$ cat src/rtl/lpc_watchdog_timer.sv
// LPC system watchdog: counts down in prescaled ticks, raises a pre-timeout IREQ,
// then a fixed-width reset request pulse on expiry.
module lpc_watchdog_timer #(
  parameter int unsigned TICK_DIV  = 3300000,
  parameter int unsigned PRE_TICKS = 2,
  parameter int unsigned RST_PULSE = 16
) (
  input  logic       LpcClock,
  input  logic       PciReset,
  input  logic [7:0] WatchDogReg,
  input  logic       LoadWDTimer,
  input  logic       ClrWDIreq,
  input  logic       ClrWDOccurred,
  output logic       WatchDogIREQ,
  output logic       WatchDogOccurred,
  output logic       WDResetReq,
  output logic [6:0] WDCount,
  output logic [1:0] WDState
);

  localparam int unsigned PW = (TICK_DIV > 2) ? $clog2(TICK_DIV) : 1;
  localparam logic [PW-1:0] PRESC_MAX  = PW'(TICK_DIV - 1);
  localparam logic [6:0]    PRE_LIM    = 7'(PRE_TICKS);
  localparam logic [7:0]    PULSE_LAST = 8'(RST_PULSE - 1);

  typedef enum logic [1:0] {
    ST_IDLE = 2'd0,
    ST_RUN  = 2'd1,
    ST_PRE  = 2'd2,
    ST_FIRE = 2'd3
  } state_t;

  state_t        state_q, state_d;
  logic [6:0]    count_q, count_d;
  logic [PW-1:0] presc_q, presc_d;
  logic [7:0]    pulse_q, pulse_d;
  logic          load_pend_q;
  logic          ireq_q, ireq_d;
  logic          occ_q, occ_d;
  logic          rst_req_q, rst_req_d;

  logic          armed;
  logic          tick;
  logic          ireq_set;
  logic          occ_set;
  logic [6:0]    reload_val;

  assign armed      = (state_q == ST_RUN) || (state_q == ST_PRE);
  assign tick       = armed && (presc_q == PRESC_MAX);
  assign reload_val = (WatchDogReg[5:0] == 6'd0) ? 7'd64 : {1'b0, WatchDogReg[5:0]};

  always_comb begin
    state_d   = state_q;
    count_d   = count_q;
    presc_d   = presc_q;
    pulse_d   = pulse_q;
    rst_req_d = rst_req_q;
    ireq_set  = 1'b0;
    occ_set   = 1'b0;

    if (state_q == ST_FIRE) begin
      // Reloads and disables are deliberately ignored until the pulse completes.
      if (pulse_q == 8'd0) begin
        state_d   = ST_IDLE;
        rst_req_d = 1'b0;
      end else begin
        pulse_d = pulse_q - 8'd1;
      end
    end else if (load_pend_q) begin
      presc_d = '0;
      if (WatchDogReg[7]) begin
        state_d = ST_RUN;
        count_d = reload_val;
      end else begin
        state_d = ST_IDLE;
        count_d = 7'd0;
      end
    end else if (armed) begin
      if (!WatchDogReg[7]) begin
        state_d = ST_IDLE;
        count_d = 7'd0;
        presc_d = '0;
      end else if (tick && (count_q == 7'd1)) begin
        state_d   = ST_FIRE;
        count_d   = 7'd0;
        presc_d   = '0;
        pulse_d   = PULSE_LAST;
        rst_req_d = 1'b1;
        occ_set   = 1'b1;
      end else begin
        presc_d = tick ? '0 : presc_q + PW'(1);
        if (tick) begin
          count_d = count_q - 7'd1;
        end
        if ((state_q == ST_RUN) && WatchDogReg[6] && (count_q <= PRE_LIM)) begin
          state_d  = ST_PRE;
          ireq_set = 1'b1;
        end
      end
    end

    // A set on the same cycle as a clear strobe must win.
    ireq_d = ireq_set | (ireq_q & ~ClrWDIreq);
    occ_d  = occ_set  | (occ_q  & ~ClrWDOccurred);
  end

  always_ff @(posedge LpcClock or negedge PciReset) begin
    if (!PciReset) begin
      state_q     <= ST_IDLE;
      count_q     <= 7'd0;
      presc_q     <= '0;
      pulse_q     <= 8'd0;
      load_pend_q <= 1'b0;
      ireq_q      <= 1'b0;
      occ_q       <= 1'b0;
      rst_req_q   <= 1'b0;
    end else begin
      state_q     <= state_d;
      count_q     <= count_d;
      presc_q     <= presc_d;
      pulse_q     <= pulse_d;
      load_pend_q <= LoadWDTimer;
      ireq_q      <= ireq_d;
      occ_q       <= occ_d;
      rst_req_q   <= rst_req_d;
    end
  end

  assign WatchDogIREQ     = ireq_q;
  assign WatchDogOccurred = occ_q;
  assign WDResetReq       = rst_req_q;
  assign WDCount          = count_q;
  assign WDState          = state_q;

endmodule

$ cat config.mk
export PLATFORM = sky130hd
export DESIGN_NAME = lpc_watchdog_timer
export DESIGN_NICKNAME = d
export VERILOG_FILES = /design/src/rtl/lpc_watchdog_timer.sv
export SDC_FILE = /design/constraint.sdc
export NUM_CORES = 1
export LEC_CHECK = 0
export BUFFER_PORTS_ARGS = -buffer_cell sky130_fd_sc_hd__buf_2
export CAP_MARGIN = 20
export CELL_PAD_IN_SITES_DETAIL_PLACEMENT = 1
export CELL_PAD_IN_SITES_GLOBAL_PLACEMENT = 2
export CORE_AREA = 2 2 92 76
export CTS_BUF_LIST = sky130_fd_sc_hd__clkbuf_8
export CTS_CLUSTER_SIZE = 14
export DETAILED_ROUTE_END_ITERATION = 6
export DIE_AREA = 0 0 94 78
export PLACE_DENSITY = 0.95
export SETUP_SLACK_MARGIN = 0.5
export SYNTH_ARGS = -nofsm -noshare
export SYNTH_HDL_FRONTEND = slang
export SYNTH_SLANG_ARGS = --single-unit
export TNS_END_PERCENT = 50
$ cat constraint.sdc
create_clock -name LpcClock -period 5 [get_ports LpcClock]
set_input_delay 0.25 -clock LpcClock [delete_from_list [all_inputs] [get_ports LpcClock]]
set_output_delay 0.25 -clock LpcClock [all_outputs]
set_load 0.01 [all_outputs]
==> metrics.md, run 1 <==
| Metric | Value |
|---|---|
| Initial antenna violation count | `0` |
| P_leak | `1.33 nW` |
| Final nets | `330` |
| GR peak layer | `met2` |
| Largest buffer count on any clock path | `2` |
| Clock slew at reported path FFs | `80 ps` |
| Syn Area/Cell | `9.15 µm²` |
| Total gr overflow | `0` |
| Simple-Gate Fraction of Synth Area | `0.254` |
| Die Footprint | `7330 µm²` |
| First-pass DRT Iterations | `4` |
| M2 GR Usage | `0.314` |
| Largest net degree at the start of global routing | `44` |
| Vias in the first global route | `2393` |
| Status | `finished clean` |
| Xor and xnor fraction of the mapped netlist area | `0.0271` |
| Standard-cell rows | `26` |
| Mux cell area share after synthesis | `0.0116` |
| Placer Congestion | `0.842` |
| Post-Synth Adder-Cell Area | `0.0436` |
| CP endpoint kind | `register` |
| Dpl hpwl | `5.10 mm` |
| Final hold violation count | `0` |
| RSZ-0062 raised after global routing | `no` |
| Setup Viol. Count Final | `0` |
| Cell Pwr Density | `205 nW/µm²` |
| Ant. Diodes | `0` |
| Critical path launch point type | `register` |
| Cts bufs inserted | `5` |
| Fmax | `366 MHz` |
| Worst Path Arrival | `2920 ps` |
| Met1 Use GR | `0.314` |
| Port bufs | `24` |
| Die height | `78 µm` |
| Share of post-route cells with drive strength above 1 | `0.130` |
| Finished Layout Cells | `391` |
| Worst Setup Path Type | `reg2reg` |
| Worst hold path class | `in2reg` |
| # hold bufs at CTS | `0` |
| Final cycle utilization of the critical path | `0.546` |
| Clock Latency Late Sink | `300 ps` |
| Placed insts | `382` |
| Die W | `94 µm` |
| Vias | `2295` |
| Synth warnings | `0` |
| Max FO, Critical Path | `13` |
| Mapped Area | `2580 µm²` |
| CTS tree | `yes` |
| Compound-gate portion of the synthesized area | `0.204` |
| Max cap viols | `0` |
| Post-synth cell types | `50` |
| Routed vias/inst | `5.87` |
| Setup TNS Final | `0 ps` |
| Root buffer cell | `clkbuf_8` |
| Total Wirelength | `7.12 mm` |
| Synth Instances | `282` |
| I/O pin count | `25` |
| Post-synth top area cell | `dfrtp_1` |
| Max H-tree Level | `2` |
| Routed len/inst | `18.2 µm` |
| Part of the Yosys area used for sequential elements | `0.417` |
| Gr usage total | `0.210` |
| Relative slew margins | `0.351` |
| Post-synth top flop | `dfrtp_1` |
| Yosys reg bits | `43` |
| Detail Route Antenna Nets | `0` |
| # DRC | `0` |
| Worst Tran Pin Value | `972 ps` |
| Total setup buffers inserted after CTS | `0` |
| Clock skew | `2.75 ps` |
| Clock sink total | `43` |
| EDFF count, synth | `0` |
| Core area | `6340 µm²` |
| GR Util met3 | `0.0350` |
| Synth top area cells | `dfrtp_1, ha_1, o21ai_0, nand3_1, nand2_1` |
| First-pass GRT wire length | `12.2 mm` |
| Post-CTS Resized | `0` |
| Final min period | `2730 ps` |
| Syn Nets | `304` |
| Largest family of logic cells by synthesized area | `simple AND/OR/NAND/NOR gates` |
| Post-synthesis async set-or-reset flop share | `1.00` |
| Synth top area share | `0.417` |
| Initial DRC count | `78` |
| P&R area growth vs syn | `11.8%` |
| Peak supply drop | `0.120 mV` |
| Initial core utilization | `0.407` |
| Max Transition Viols Final | `0` |
| CP Data Required Time | `5190 ps` |
-- cells by family (layout without fill, tap and decap cells) --
family                     Yosys count  count (layout)
and+or+nand+nor                    113             113
AOI/OAI and AO/OA                   79              79
DFF                                 43              43
buffers and inverters               27              52
adders and majority gates            9               9
xor gates and xnor gates             8               8
muxes                                3               3
-- power breakdown --
part,switching (mW),internal [mW]
Sequential,0.00208,0.348
Clock,0.121,0.0915
Combinational,0.0193,0.0105
-- state kept, by name, indices dropped and copies added, names as in the netlist --
signal / flops
WDCount: 7
WDResetReq: 1
WDState: 2
WatchDogIREQ: 1
WatchDogOccurred: 1
load_pend_q: 1
presc_q: 22
pulse_q: 8
-- cells in the mapped netlist (5+ instances only) --
library cell  count
a31oi_1           7
nand4_1           9
o21ai_0          22
and3_1            5
nand2_1          24
nor2_1           18
ha_1              9
dfrtp_1          43
nand3_1          21
nor3_1            8
inv_1            18
a22o_1            7
a21oi_1           8
o22ai_1           7
-- worst max-delay path: stages, from the launching register on --
cell      delay, ps
dfrtp_1         410
inv_1            80
ha_1            370
o21bai_1        800
o22ai_1         430
buf_4           310
a22o_1          220
-- metrics by stage --
step                worst slack, ps   util  hold WS (ps)  area [µm²]  total power, mW
global placement               2290  0.437           359        2770            0.382
floorplan                      2870      -         -45.6        2580            0.367
CTS                            2110  0.448          63.8        2840            0.594
detailed placement             2130  0.437           371        2770            0.384
finish                         2270  0.455          65.8        2890            0.593
global route                   1920  0.455          56.1        2890            0.613
-- worst paths after layout --
| check | slack [ps] | depth (start not counted) | startpoint | to |
|---|---|---|---|---|
| max reg2reg | 2270 | 6 | WDState[0] | WDCount[5] |
| min in group asynchronous | 450 | 2 | PciReset | WDCount[4] |
| max in group asynchronous | 4060 | 3 | PciReset | presc_q[4] |
| min reg2reg | 500 | 1 | presc_q[21] | presc_q[21] |
| max | 2270 | 6 | WDState[0] | WDCount[5] |
| min | 70 | 1 | LoadWDTimer | load_pend_q |
-- metal layers --
metal,vias up,share of wire
met3,6,0.025
met4,0,0.0089
li1,1109,-
met2,32,0.45
met5,-,0
met1,1148,0.51
-- cell type report --
| class | instances | area, µm² |
|---|---|---|
| clock buffer | 5 | 68.8 |
| clock inverter | 1 | 3.75 |
| fill | 759 | 3460 |
| inverter | 18 | 67.6 |
| multi-input combinational | 212 | 1400 |
| sequential | 43 | 1080 |
| tap | 84 | 105 |
| timing repair buffer | 28 | 170 |
-- layout by cell type, fill, tap and decap left out, types with 3 or more instances in the layout --
| cell type | netlist | layout |
|---|---|---|
| dfrtp_1 | 43 | 43 |
| buf_2 | 4 | 25 |
| nand2_1 | 24 | 24 |
| o21ai_0 | 22 | 22 |
| nand3_1 | 21 | 21 |
| inv_1 | 18 | 19 |
| nor2_1 | 18 | 18 |
| nand4_1 | 9 | 9 |
| ha_1 | 9 | 9 |
| nor3_1 | 8 | 8 |
| a21oi_1 | 8 | 8 |
| o22ai_1 | 7 | 7 |
| a22o_1 | 7 | 7 |
| a31oi_1 | 7 | 7 |
| and3_1 | 5 | 5 |
| clkbuf_8 | 0 | 5 |
| o211ai_1 | 4 | 4 |
| a21o_1 | 4 | 4 |
| or3_1 | 4 | 4 |
| xor2_1 | 4 | 4 |
| xnor2_1 | 4 | 4 |
| nor2b_1 | 3 | 3 |
| and2_1 | 3 | 3 |
| mux2i_1 | 3 | 3 |
| nor4_1 | 3 | 3 |
| nor4b_1 | 3 | 3 |
No activity file was read; power rests on OpenSTA's default activity.
==> run 2: changes to the inputs <==
--- a/config.mk
+++ b/config.mk
@@ -9,12 +9,12 @@
 export CAP_MARGIN = 20
 export CELL_PAD_IN_SITES_DETAIL_PLACEMENT = 1
 export CELL_PAD_IN_SITES_GLOBAL_PLACEMENT = 2
-export CORE_AREA = 2 2 92 76
+export CORE_AREA = 2 2 100 82
 export CTS_BUF_LIST = sky130_fd_sc_hd__clkbuf_8
 export CTS_CLUSTER_SIZE = 14
 export DETAILED_ROUTE_END_ITERATION = 6
-export DIE_AREA = 0 0 94 78
-export PLACE_DENSITY = 0.95
+export DIE_AREA = 0 0 102 84
+export PLACE_DENSITY = 0.87
 export SETUP_SLACK_MARGIN = 0.5
 export SYNTH_ARGS = -nofsm -noshare
 export SYNTH_HDL_FRONTEND = slang
==> constraint.sdc (replaced) <==
create_clock -name LpcClock -period 2.5 [get_ports LpcClock]
set_input_delay 0.125 -clock LpcClock [delete_from_list [all_inputs] [get_ports LpcClock]]
set_output_delay 0.125 -clock LpcClock [all_outputs]
set_load 0.01 [all_outputs]
==> run 2 against run 1 <==
Net effect:
- power up 140%
- non-clock buffer count rose by 20
- utilization fell by 2.6 points
- worst hold slack improved by 97 ps
- critical path depth grew 3
- design area is 14% higher
- first-iteration DRC count fell by 12%
- critical path type unchanged
- clock power rose to 3.1 times the previous value
- die area is 17% higher
- cell count is 12% higher
- sequential power up 99%
- largest cell class unchanged
- maximum frequency grew 30%
==> metrics.md, run 2 (synthesis gave the netlist of run 1 again) <==
| Metric | Value |
|---|---|
| Status | `finished clean` |
| # DRC | `0` |
| Total gr overflow | `0` |
| Total Wirelength | `7.23 mm` |
| Max cap viols | `0` |
| Placer Congestion | `0.864` |
| Worst Setup Path Type | `reg2reg` |
| Clock skew | `11.1 ps` |
| Core area | `7690 µm²` |
| Initial DRC count | `69` |
| Setup Viol. Count Final | `0` |
| Worst Tran Pin Value | `569 ps` |
| Setup TNS Final | `0 ps` |
| Initial antenna violation count | `0` |
| P_leak | `1.49 nW` |
| Ant. Diodes | `0` |
| Final min period | `2110 ps` |
| Vias in the first global route | `2508` |
| Most flops, register | `presc_q` |
| Total power | `1.44 mW` |
| Max FO, Critical Path | `6` |
| Fmax | `475 MHz` |
| Routed len/inst | `16.5 µm` |
| Worst hold path class | `in2reg` |
| Dpl hpwl | `5.01 mm` |
| Initial core utilization | `0.336` |
| Max H-tree Level | `2` |
| Relative slew margins | `0.620` |
| Hold slack | `163 ps` |
| Largest net degree at the start of global routing | `44` |
| CP endpoint kind | `register` |
| Max Transition Viols Final | `0` |
| Final hold violation count | `0` |
| Die W | `102 µm` |
| Slowest-stage cell, CP | `dfrtp_1` |
| Clock sink total | `43` |
| Die height | `84 µm` |
| RSZ-0062 raised after global routing | `yes` |
| Final cycle utilization of the critical path | `0.843` |
| Vias | `2386` |
| Gr usage total | `0.180` |
| Cell Pwr Density | `437 nW/µm²` |
| Worst setup margin | `394 ps` |
| Cts bufs inserted | `5` |
| Largest buffer count on any clock path | `2` |
| Dpl ws | `296 ps` |
| Clock slew at reported path FFs | `90 ps` |
| Commonest cells after routing, fill and taps aside | `dfrtp_1, buf_2, nand2_1, nand3_1` |
| First-pass GRT wire length | `12.3 mm` |
| Die Footprint | `8570 µm²` |
| Port bufs | `24` |
| Finished Layout Cells | `437` |
| CP peak stage delay | `400 ps` |
| CP Data Required Time | `2710 ps` |
| Buf/Inv on CP | `3` |
| Routed vias/inst | `5.46` |
| P&R area growth vs syn | `27.9%` |
| I/O pin count | `25` |
| Most common cell after layout, fill and taps aside | `dfrtp_1` |
| First-pass DRT Iterations | `4` |
| Largest delay share family, worst path | `compound AO/OA/AOI/OAI gates` |
| Placed insts | `412` |
| Worst Path Arrival | `2320 ps` |
| Max reg flops | `22` |
| Standard-cell rows | `29` |
| Most used cell along the critical path | `buf_6` |
| Final nets | `350` |
| Share of post-route cells with drive strength above 1 | `0.249` |
| Critical path launch point type | `register` |
| CP cell instances | `inv_2 > ha_4 > and4b_1 > nand4_4 > buf_6 > o31ai_4 > buf_6 > o41ai_2 > a22o_1` |
| Clock Latency Late Sink | `310 ps` |
| Peak supply drop | `0.198 mV` |
| Detail Route Antenna Nets | `0` |
| Root buffer cell | `clkbuf_8` |
| CTS tree | `yes` |
run 2: path summary, 6_finish.rpt:
path	cells after the start	slack (ps)	startpoint	endpoint
min in group asynchronous	2	350	PciReset	pulse_q[5]
worst max-delay path	9	390	WDState[1]	WDCount[5]
max in group asynchronous	3	1640	PciReset	presc_q[11]
worst min-delay path	3	160	WatchDogReg[7]	WDState[0]
worst min register to register	1	500	presc_q[21]	presc_q[21]
worst max register to register	9	390	WDState[1]	WDCount[5]
run 2: through the flow:
stage,instance area [µm²],utilization
final,3300,0.429
after global routing,3300,0.429
after detailed placement,2880,0.374
after floorplan,2600,-
after global placement,2880,0.374
after CTS,3190,0.415
run 2: cell type report:
class	instances	area, µm²
clock buffer	5	68.8
clock inverter	3	63.8
fill	893	4390
inverter	18	67.6
multi-input combinational	212	1520
sequential	43	1080
tap	108	135
timing repair buffer	48	370
run 2: worst register-to-register path: stages (launching register included):
cell and delay (ps):
dfrtp_1 400, inv_2 80, ha_4 280, and4b_1 240, nand4_4 120, buf_6 160, o31ai_4 240, buf_6 180
o41ai_2 80, a22o_1 230
run 2: what timing repair did:
item / in CTS / in global routing
hold endpoints to repair: 3 / 21
resized for setup: 21 / 12
hold buffers: 3 / 1
pin swaps: 8 / 1
setup endpoints to repair: 30 / 37
cloned: 1 / 0
buffers inserted: 9 / 2
run 2: layer usage:
metal  global-route usage  wire length [µm]  vias up
met1                0.250              3430     1208
li1                     -                 -     1142
met3               0.0285               160       10
met2                0.287              3540       26
met4               0.0570                98        0
met5                    0                 0        -
run 2: report_power, final:
group | internal [mW] | total [mW] | leakage, nW | switching, mW
sequential | 0.696 | 0.698 | 0.535 | 0.00151
clock | 0.396 | 0.665 | 0.0695 | 0.269
combinational | 0.0348 | 0.0803 | 0.883 | 0.0455
==> run 3: changes to the inputs <==
==> constraint.sdc (replaced) <==
create_clock -name LpcClock -period 1.87 [get_ports LpcClock]
set_input_delay 0.0935 -clock LpcClock [delete_from_list [all_inputs] [get_ports LpcClock]]
set_output_delay 0.0935 -clock LpcClock [all_outputs]
set_load 0.01 [all_outputs]
==> run 3 against run 2 <==
Net effect:
- largest cell class unchanged
- critical endpoint is now pulse_q[3]
- power grew 19%
- clock power grew 3%
- the run now ends with negative setup slack left
- cell count up 13%
==> metrics.md, run 3 (synthesis gave the netlist of run 1 again) <==
| Metric | Value |
|---|---|
| Status | `finished, violations left` |
| Failing checks | `negative setup slack` |
| Max FO, Critical Path | `5` |
| Max cap viols | `0` |
| Initial core utilization | `0.336` |
| R2R setup slack | `-240 ps` |
| CP Data Required Time | `2130 ps` |
| Clock sink total | `43` |
| Final nets | `405` |
| Initial DRC count | `119` |
| Clock Latency Late Sink | `310 ps` |
| Gr usage total | `0.209` |
| Reg2reg end | `pulse_q[3]` |
| Die Footprint | `8570 µm²` |
| Dpl hpwl | `6.04 mm` |
| Most flops, register | `presc_q` |
| Buf/Inv on CP | `1` |
| Max Transition Viols Final | `0` |
| Port bufs | `24` |
| Final min period | `2110 ps` |
| Detail Route Antenna Nets | `0` |
| Largest buffer count on any clock path | `2` |
| Area of the multi-input gates | `1590 µm²` |
| Placed insts | `469` |
| Relative slew margins | `0.569` |
| CP peak stage delay | `580 ps` |
| CP endpoint | `pulse_q[3]` |
| Die height | `84 µm` |
| Total gr overflow | `0` |
| Dpl ws | `-232 ps` |
| I/O pin count | `25` |
| Worst hold path class | `in2reg` |
| CTS tree | `yes` |
| Setup TNS Final | `-4210 ps` |
| Routed vias/inst | `5.33` |
| Die W | `102 µm` |
| Routed len/inst | `17.7 µm` |
| Clock slew at reported path FFs | `100 ps` |
| Ant. Diodes | `0` |
| FF+latch area | `1080 µm²` |
| Final instance area | `3710 µm²` |
| Critical path launch point type | `register` |
| Cts bufs inserted | `5` |
| Initial antenna violation count | `0` |
| First-pass DRT Iterations | `4` |
| Cell Pwr Density | `462 nW/µm²` |
| DP Area | `3310 µm²` |
| CP cell instances | `inv_2 > ha_4 > and4b_1 > nand4_4 > or4_4 > a211o_1 > nand2_1` |
| Max reg flops | `22` |
| Clock skew | `15.5 ps` |
| Final cycle utilization of the critical path | `1.13` |
| # DRC | `0` |
| Worst path depth | `7` |
| CP endpoint kind | `register` |
| Root buffer cell | `clkbuf_8` |
| P&R area growth vs syn | `43.8%` |
| Worst Setup Path Type | `reg2reg` |
| Worst setup margin | `-237 ps` |
| Peak supply drop | `0.247 mV` |
| Worst Path Arrival | `2360 ps` |
| First-pass GRT wire length | `14.2 mm` |
| Worst Setup SP | `WDState[0]` |
| Setup Viol. Count Final | `41` |
| Commonest cells after routing, fill and taps aside | `buf_4, dfrtp_1, buf_2, nand2_1, nand3_1` |
| Total Wirelength | `8.72 mm` |
| Vias in the first global route | `2804` |
| Core area | `7690 µm²` |
| Largest delay share family, worst path | `simple AND/OR/NAND/NOR gates` |
| Final hold violation count | `0` |
| Standard-cell rows | `29` |
| Worst Tran Pin Value | `646 ps` |
| Fmax | `475 MHz` |
| R2R cell count | `7` |
| Most common cell after layout, fill and taps aside | `buf_4` |
| Slowest-stage cell, CP | `or4_4` |
| Reg2Reg Launch Point | `WDState[0]` |
| Total power | `1.72 mW` |
| RSZ-0062 raised after global routing | `yes` |
| Placer Congestion | `0.829` |
| Finished Layout Cells | `492` |
| Share of post-route cells with drive strength above 1 | `0.372` |
| P_leak | `1.75 nW` |
| Largest net degree at the start of global routing | `28` |
| Fillers | `931` |
| Max H-tree Level | `2` |
| Vias | `2623` |
run 3: power breakdown:
group / internal (mW) / switching [mW]
clock: 0.333 / 0.352
combinational: 0.0383 / 0.0603
sequential: 0.931 / 0.00221
run 3: per-stage QoR:
stage,util,hold slack [ps]
floorplan,-,-202
global placement,0.430,152
detailed placement,0.430,152
CTS,0.469,179
global route,0.483,186
finish,0.483,185
run 3: cell type report:
cell class	instances	share of cell area
clock inverter	1	0.00101
clock buffer	7	0.0260
multi-input combinational	213	0.427
inverter	18	0.0182
timing repair buffer	102	0.201
sequential	43	0.290
tap	108	0.0364
run 3: worst min-delay path, cell delays in order:
cell and delay, ps:
buf_2 110, nand3_1 80, o211a_1 140, a21oi_1 40
run 3: worst min-delay path by stage:
stage	from	to	slack, ps	cells after the start
floorplan	PciReset	WDCount[0]	-200	0
global placement	PciReset	pulse_q[6]	150	1
detailed placement	PciReset	pulse_q[6]	150	1
CTS	WatchDogReg[0]	WDCount[0]	180	4
global route	WatchDogReg[0]	WDCount[0]	190	4
finish	WatchDogReg[0]	WDCount[0]	180	4
run 3: repair_timing:
| action | in CTS | in global routing |
|---|---|---|
| hold endpoints to repair | 28 | 0 |
| buffers inserted | 7 | 2 |
| resized for setup | 23 | 23 |
| hold buffers | 4 | 0 |
| pin swaps | 3 | 10 |
| gates cloned | 1 | 1 |
| setup endpoints to repair | 42 | 42 |
run 3: layer usage:
metal  wire length (µm)  part of all wire  vias up  track usage
li1                   -                 -     1253            -
met1               3960              0.45     1320        0.274
met2               4380              0.50       39        0.356
met3                251             0.029       11       0.0310
met4                124             0.014        0       0.0606
met5                  0                 0        -            0
